File: src/rtl/dram_burst_xfer.sv
// dram_burst_xfer -- DRAM data-path burst engine.
//
// Sits between the controller's command sequencer and the DQ/DQS pad layer.
//
// Write path:
//   - Collects BURST_LEN controller words plus their byte masks into a buffer.
//   - Emits a one-cycle strobe preamble.
//   - Drives the burst on DQ/DQS/DM_n in wrapped column order, starting at col_start.
//
// Read path:
//   - Captures BURST_LEN PHY beats.
//   - Returns each beat one cycle later, tagged with its column.
//
// Ports:
//   CLK, RST                   clock, synchronous active-high reset
//   wr_en, rd_en, col_start    burst start (sampled in IDLE only)
//   clear                      abort the burst in progress
//   memstore, store_mask,      write beat handshake
//     store_valid, store_ready
//   memload, load_col,         read beat to the controller
//     load_valid
//   busy                       engine not idle
//   dq_out, dq_oe, dqs_t,      pad-side write drive
//     dqs_c, dm_n
//   dq_in, dq_in_valid,        pad-side read capture
//     dbi_in_n
//
// Build option: define DRAM_XFER_DBI_EN to compile in write data-bus
// inversion (dm_n then carries DBI_n) and read de-inversion.
module dram_burst_xfer #(
  parameter int WORD_W    = 32,
  parameter int BURST_LEN = 8,
  parameter int COL_W     = $clog2(BURST_LEN),
  parameter int MASK_W    = WORD_W / 8
) (
  input  logic              CLK,
  input  logic              RST,
  input  logic              wr_en,
  input  logic              rd_en,
  input  logic              clear,
  input  logic [COL_W-1:0]  col_start,
  input  logic [WORD_W-1:0] memstore,
  input  logic [MASK_W-1:0] store_mask,
  input  logic              store_valid,
  output logic              store_ready,
  output logic [WORD_W-1:0] memload,
  output logic [COL_W-1:0]  load_col,
  output logic              load_valid,
  output logic              busy,
  output logic [WORD_W-1:0] dq_out,
  output logic              dq_oe,
  output logic              dqs_t,
  output logic              dqs_c,
  output logic [MASK_W-1:0] dm_n,
  input  logic [WORD_W-1:0] dq_in,
  input  logic              dq_in_valid,
  input  logic [MASK_W-1:0] dbi_in_n
);

  // One extra count bit so the drive phase can tell "all beats out" apart
  // from beat 0.
  localparam int               CNT_W     = COL_W + 1;
  localparam logic [CNT_W-1:0] LAST_BEAT = CNT_W'(BURST_LEN - 1);
  localparam logic [CNT_W-1:0] ALL_BEATS = CNT_W'(BURST_LEN);
  localparam logic [CNT_W-1:0] CNT_ONE   = CNT_W'(1);

  typedef enum logic [2:0] {IDLE, WR_FILL, WR_PRE, WR_DRIVE, RD_CAP} state_t;

  state_t            state_q;
  logic [CNT_W-1:0]  cnt_q;
  logic [COL_W-1:0]  col_q;
  logic              store_ready_q;
  logic [WORD_W-1:0] memload_q;
  logic [COL_W-1:0]  load_col_q;
  logic              load_valid_q;
  logic              busy_q;
  logic [WORD_W-1:0] dq_out_q;
  logic              dq_oe_q;
  logic              dqs_t_q;
  logic              dqs_c_q;
  logic [MASK_W-1:0] dm_n_q;

  logic [WORD_W-1:0] data_mem [BURST_LEN];
  logic [COL_W-1:0]  col_d;
  logic [WORD_W-1:0] drv_word_d;
  logic [MASK_W-1:0] drv_mask_d;
  logic [WORD_W-1:0] rd_word_d;
  logic              store_we_d;

`ifdef DRAM_XFER_DBI_EN
  // A lane is kept as-is (flag 1) unless it has more than four zero bits.
  function automatic logic [MASK_W-1:0] dbi_keep(input logic [WORD_W-1:0] w);
    logic [MASK_W-1:0] f;
    for (int l = 0; l < MASK_W; l++) f[l] = ($countones(w[8*l +: 8]) >= 4);
    return f;
  endfunction

  function automatic logic [WORD_W-1:0] dbi_apply(input logic [WORD_W-1:0] w,
                                                  input logic [MASK_W-1:0] keep_n);
    logic [WORD_W-1:0] r;
    for (int l = 0; l < MASK_W; l++) r[8*l +: 8] = keep_n[l] ? w[8*l +: 8] : ~w[8*l +: 8];
    return r;
  endfunction

  logic unused_store_mask;
  assign unused_store_mask = ^store_mask;

  always_comb begin
    drv_mask_d = dbi_keep(data_mem[col_d]);
    drv_word_d = dbi_apply(data_mem[col_d], drv_mask_d);
    rd_word_d  = dbi_apply(dq_in, dbi_in_n);
  end
`else
  logic [MASK_W-1:0] mask_mem [BURST_LEN];
  logic              unused_dbi_in_n;
  assign unused_dbi_in_n = ^dbi_in_n;

  always_comb begin
    drv_word_d = data_mem[col_d];
    drv_mask_d = mask_mem[col_d];
    rd_word_d  = dq_in;
  end

  always_ff @(posedge CLK) begin
    if (store_we_d) mask_mem[cnt_q[COL_W-1:0]] <= store_mask;
  end
`endif

  // Column of the beat currently being driven or captured (wraps naturally).
  assign col_d      = col_q + cnt_q[COL_W-1:0];
  assign store_we_d = (state_q == WR_FILL) && store_ready_q && store_valid && !clear && !RST;

  always_ff @(posedge CLK) begin
    if (store_we_d) data_mem[cnt_q[COL_W-1:0]] <= memstore;
  end

  always_ff @(posedge CLK) begin
    // clear only acts on a burst in progress; in IDLE it merely blocks a start.
    if (RST || (clear && state_q != IDLE)) begin
      state_q       <= IDLE;
      cnt_q         <= '0;
      col_q         <= '0;
      store_ready_q <= 1'b0;
      memload_q     <= '0;
      load_col_q    <= '0;
      load_valid_q  <= 1'b0;
      busy_q        <= 1'b0;
      dq_out_q      <= '0;
      dq_oe_q       <= 1'b0;
      dqs_t_q       <= 1'b0;
      dqs_c_q       <= 1'b1;
      dm_n_q        <= '1;
    end else begin
      load_valid_q <= 1'b0;
      case (state_q)
        IDLE: begin
          if (!clear && wr_en) begin
            state_q       <= WR_FILL;
            store_ready_q <= 1'b1;
            busy_q        <= 1'b1;
            cnt_q         <= '0;
            col_q         <= col_start;
          end else if (!clear && rd_en) begin
            state_q <= RD_CAP;
            busy_q  <= 1'b1;
            cnt_q   <= '0;
            col_q   <= col_start;
          end
        end
        WR_FILL: begin
          if (store_valid) begin
            if (cnt_q == LAST_BEAT) begin
              // Preamble: strobe parked low, DQ quiet, all bytes enabled.
              state_q       <= WR_PRE;
              store_ready_q <= 1'b0;
              cnt_q         <= '0;
              dq_oe_q       <= 1'b1;
              dqs_t_q       <= 1'b0;
              dqs_c_q       <= 1'b1;
              dq_out_q      <= '0;
              dm_n_q        <= '1;
            end else begin
              cnt_q <= cnt_q + CNT_ONE;
            end
          end
        end
        WR_PRE, WR_DRIVE: begin
          if (state_q == WR_DRIVE && cnt_q == ALL_BEATS) begin
            state_q  <= IDLE;
            busy_q   <= 1'b0;
            cnt_q    <= '0;
            dq_oe_q  <= 1'b0;
            dqs_t_q  <= 1'b0;
            dqs_c_q  <= 1'b1;
            dq_out_q <= '0;
            dm_n_q   <= '1;
          end else begin
            state_q  <= WR_DRIVE;
            dq_out_q <= drv_word_d;
            dm_n_q   <= drv_mask_d;
            dqs_t_q  <= ~cnt_q[0];
            dqs_c_q  <= cnt_q[0];
            cnt_q    <= cnt_q + CNT_ONE;
          end
        end
        RD_CAP: begin
          if (dq_in_valid) begin
            memload_q    <= rd_word_d;
            load_col_q   <= col_d;
            load_valid_q <= 1'b1;
            if (cnt_q == LAST_BEAT) begin
              state_q <= IDLE;
              busy_q  <= 1'b0;
              cnt_q   <= '0;
            end else begin
              cnt_q <= cnt_q + CNT_ONE;
            end
          end
        end
        default: state_q <= IDLE;
      endcase
    end
  end

  assign store_ready = store_ready_q;
  assign memload     = memload_q;
  assign load_col    = load_col_q;
  assign load_valid  = load_valid_q;
  assign busy        = busy_q;
  assign dq_out      = dq_out_q;
  assign dq_oe       = dq_oe_q;
  assign dqs_t       = dqs_t_q;
  assign dqs_c       = dqs_c_q;
  assign dm_n        = dm_n_q;

endmodule

File: config.mk
export PLATFORM = sky130hd
export DESIGN_NAME = dram_burst_xfer
export DESIGN_NICKNAME = d
export VERILOG_FILES = /design/src/rtl/dram_burst_xfer.sv
export SDC_FILE = /design/constraint.sdc
export NUM_CORES = 1
export LEC_CHECK = 0
export CAP_MARGIN = 15
export CORE_MARGIN = 10
export CORE_UTILIZATION = 60
export DETAILED_ROUTE_END_ITERATION = 7
export HOLD_SLACK_MARGIN = 0.12
export PLACE_DENSITY_LB_ADDON = 0.15
export SLEW_MARGIN = 20
export SYNTH_ARGS = -nofsm -noshare
export SYNTH_HDL_FRONTEND = slang
export SYNTH_SLANG_ARGS = --single-unit
File: constraint.sdc
create_clock -name CLK -period 12.2 [get_ports CLK]
set_input_delay 2.44 -clock CLK [delete_from_list [all_inputs] [get_ports CLK]]
set_output_delay 2.44 -clock CLK [all_outputs]
set_load 0.02 [all_outputs]
=== Word level (Yosys, flattened, before mapping) ===
Memories as Yosys holds them, arrays and structs flattened.
Index checks and enable logic that the tools add are counted.
Widths: inputs -> output; s select.

* Flip-flop bits (word level): 87
* Bits in writable memories: 288
* Input port bits: 82
* Output and inout bits: 77
* Logic and storage cells: 104
* Memories kept: 2

{| class="wikitable"
|+ Memory list
! name !! words !! width !! rd ports !! clocked after Yosys merged registers in !! write ports !! line !! text
|-
| data_mem || 8 || 32 || 1 || 0 || 1 || 83 || <nowiki>logic [WORD_W-1:0] data_mem [BURST_LEN];</nowiki>
|-
| mask_mem || 8 || 4 || 1 || 0 || 1 || 114 || <nowiki>logic [MASK_W-1:0] mask_mem [BURST_LEN];</nowiki>
|}

* $add $sub $neg: 2
* Eq/ne operators: 13
* Muxes and demuxes: 44
* Bitwise operators: 2
* Reduce and logical (&&, ||, !) cells: 28

{| class="wikitable"
|+ Operators by type and width
! kind !! number
|-
| $mux 32 || 3
|-
| $pmux 32 s2 || 1
|-
| $mux 4 || 9
|-
| $mux 3 || 8
|-
| $pmux 4 s4 || 1
|-
| $mux 1 || 14
|-
| $pmux 3 s4 || 1
|-
| $reduce_and 4->1 || 3
|-
| $ne 2x2->1 const B || 5
|-
| $reduce_and 5->1 || 2
|-
| $logic_and 1x1->1 || 8
|-
| $pmux 1 s2 || 4
|-
| $pmux 4 s2 || 1
|-
| $eq 3x2->1 const B || 2
|-
| $reduce_bool 2->1 || 3
|-
| $reduce_bool 3->1 || 2
|-
| $add 4x1->4 const B || 1
|-
| $eq 4x3->1 const B || 1
|-
| $eq 4x4->1 const B || 1
|-
| $reduce_and 2->1 || 2
|-
| $reduce_bool 4->1 || 1
|-
| $reduce_or 2->1 || 2
|-
| $add 3x3->3 || 1
|-
| $eq 3x1->1 const B || 1
|-
| other kinds (10) || 12
|}

=== Logic depth before layout (Yosys ltp) ===
* Depth in word-level cells: 7
* Gate-level depth with buffers: 9
* Gate-level depth less buffers: 7

=== Worst setup path before layout ===
No wires, ideal clock.

* Path kind: in2reg
* From: input port clear
* To: memory data_mem[1][0] (enable)
* Setup time: 474 ps
* Data arrival time: 5,806 ps
* Required time: 11,726 ps
* Slack: 5,920 ps
* Stages: 5
* Cells stage by stage: inv_1 > nand2_1 > or4b_1 > or2_1 > nor3_1

* Word-level cells in the longest chain between the ends: 5

{| class="wikitable"
|+ Ends and longest elaborated chain
! item !! line !! text
|-
| from (decl) || 40 || <nowiki>input logic clear,</nowiki>
|-
| $logic_not 1->1 || 131 || <nowiki>assign store_we_d = (state_q == WR_FILL) && store_ready_q && store_valid && !clear && !RST;</nowiki>
|-
| $logic_and 1x1->1 (2 in series) || 131 ||
|-
| $mux 1 || 134 || <nowiki>if (store_we_d) data_mem[cnt_q[COL_W-1:0]] <= memstore;</nowiki>
|-
| $mux 1 (not written as such) || 134 ||
|-
| to (decl) || 83 ||
|}

No other way between the ends.

=== Final worst setup path ===
* From: input port clear
* To: memory data_mem[0][14] (enable)

Same word-level chain as after synthesis.

==> metrics <==
initial antenna violation count 2; RSZ-0062 raised after global routing false; fin. max-slew vios 0; layout cells sized above 1 16.4%; DIE HEIGHT 172 um; Initial Utilization 61.2%; Seq pwr share 50.8%; setup TNS 0 ps; Comb power frac 5.9%; main flop type after synthesis edfxtp_1; Distinct cells, synth 44; Reg2Reg Depth 5; Worst-Skew Late Latency 520 ps; internal power 2.19 mW; number of global-route vias before repair 7,900; Reg2Reg Setup Slack 9200 ps; Routed wire per std cell 23.3 um; critical path required time 12,350 ps; Power per Cell Area 158 nW/um^2; cell family with most CP delay simple AND/OR/NAND/NOR gates; Tmin final 4690 ps; final setup vio count 0; final wirelength 29.7 mm; Synth top area share 62.0%; Worst Path Buf+Inv 3; CTS tree done; GRT Util Overall 20.2%; most frequent cell after synthesis edfxtp_1; Mapped Avg Cell Area 18.2 um^2; Worst EP arrival 4830 ps; HP Class reg -> reg; largest net degree at the start of global routing 74; outcome completed; VDD IR-drop max 0.165 mV; Net Sw Power 0.527 mW; Reg clk slew, reported paths 60 ps; clock sinks 375; Longest Clk Path Bufs 3; post-CTS setup buffer count 0; DR DRC count 0; Area Overhead vs Synth 23.4%; Switching Share 19.4%; number of synthesized register bits 375; Die Width 172 um; Congestion Overflow GR 0; hold endpoint memload[23]; Period Utilization, post-route 38.4%; H-tree depth 2; num ports 159; CP max stage cell or4b_1; GPL Wtd Cong 0.861; core area 22,800 um^2; IO Port Bufs 154; fin nets 1,017; DR vias/cell 5.94; 1st-iter DRT viols 678; Post-CTS Resized 0; total chip power 2.72 mW; Synthesized Nets 851; CP max FO 36; r2r startpoint cnt_q[0]; post-layout util 75.5%; worst rel slew slack 37.4%; Hold Path Origin memload[23]; hpwl dp 17.1 mm; TritonCTS Buffers 38; Setup Skew 16.8 ps; Setup CP Type in -> reg; Hold Vio Cnt, Final 0; Max Fclk 213 MHz; clock tree root driver cell clkbuf_16; number of synthesized flops with an enable pin 288; worst-path cell chain clkdlybuf4s50_1, inv_1, nand2_1, or4b_1, nand2b_1, nor3_2, buf_4; largest cells by area after synthesis edfxtp_1, dfxtp_1, mux4_2, mux2i_1, nand2_1; crit start category input pin; max-cap check violation count 0; cts hold-fix bufs 0; Synth Instances 765; Post-synth ARST share 0%; Ys Warns 0; Seq/Total Area, Yosys 74.5%; Clk network pwr share 43.3%; row count 55; top cells by count, synth edfxtp_1, dfxtp_1, nand2_1; first-pass GRT wire length 45.7 mm; First-pass DRT Iterations 4; die area 29,700 um^2; RR Endpoint dq_out[12]; Post-DRT Antenna Nets 0; hold path cells 2; Cells after DPL 1,202; Final Non-Filler Cells 1,274; largest area contributor in the netlist edfxtp_1; DR vias 7,568; crit path capture type flip-flop; Syn Std Cell Area 13,900 um^2; crit-path max cell delay 600 ps; Leak 5.48 nW; Slew @ Worst Pin 938 ps
-- stage by stage --
stage               hold WS (ps)  area [um^2]  setup slack (ps)
floorplan                    460        13900              5920
finish                       454        17200              7510
global placement             441        15900              7040
global route                 472        17200              7350
CTS                          455        17200              7510
detailed placement           448        15900              6970
-- area by class of cell --
cell class | count | area, um^2
inverters | 5 | 18.8
clock inverters | 13 | 191
well taps | 313 | 392
fillers | 1260 | 5580
flip-flops and latches | 375 | 10400
diodes | 1 | 2.50
clock buffers | 56 | 1100
multi-input cells | 343 | 3430
repair buffers | 168 | 1670
-- sequential cells by signal (all words and copies together) (netlist names) --
register	flops
data_mem	256
dq_out	32
mask_mem	32
memload	32
cnt_q	4
dm_n	4
col_q	3
load_col	3
state_q	3
busy	1
dq_oe	1
dqs_c	1
dqs_t	1
load_valid	1
store_ready	1
-- cell families after synthesis --
group | after synthesis | synth area share [%]
adders and majority gates | 4 | 0.413
buffers and inverters | 47 | 1.56
and+or+nand+nor | 130 | 4.07
DFF | 375 | 74.5
AOI/OAI and AO/OA | 95 | 4.76
muxes | 111 | 14.4
xor gates and xnor gates | 3 | 0.242
-- worst register-to-register path, delay by kind of cell (launching register included) --
family                     cells  cell delay (ps)
adders and majority gates      1              760
DFF                            1              400
AOI/OAI and AO/OA              1               80
buffers and inverters          1              760
muxes                          2              870
-- placed cells by master, fill, tap and decap left out, types with 6 or more instances in the layout --
master,n
o2bb2ai_1,32
mux2i_1,39
clkbuf_1,11
mux4_2,72
edfxtp_1,288
nor2_4,6
dfxtp_1,87
a21oi_1,40
nor2_1,19
clkdlybuf4s50_1,154
buf_4,12
nand2_1,77
clkbuf_8,6
clkbuf_16,39
-- routing by layer --
layer	vias up	routed length [um]	GRT usage, %
met1	3850	12100	26.7
li1	3358	-	-
met4	2	617	6.00
met3	52	2340	4.24
met2	306	14700	33.4
met5	-	13	0
-- power groups by stage --
stage | Sequential (mW) | Combinational, mW | Clock, mW
floorplan | 1.41 | 0.0943 | 0
global placement | 1.41 | 0.155 | 0
finish | 1.38 | 0.161 | 1.18
detailed placement | 1.41 | 0.160 | 0
CTS | 1.38 | 0.162 | 1.20
global route | 1.38 | 0.174 | 1.25
-- how the worst max path moves through the flow --
stage	start	to	slack, ps	cells after the start
2_1_floorplan	clear	data_mem[1][0]	5920	5
3_3_place_gp	clear	data_mem[7][5]	7040	6
6_report	clear	data_mem[0][14]	7510	7
5_1_grt	clear	data_mem[0][31]	7350	7
4_1_cts	clear	data_mem[0][0]	7510	7
3_5_place_dp	clear	data_mem[0][16]	6970	7
Power figures use the tool's default switching activity.
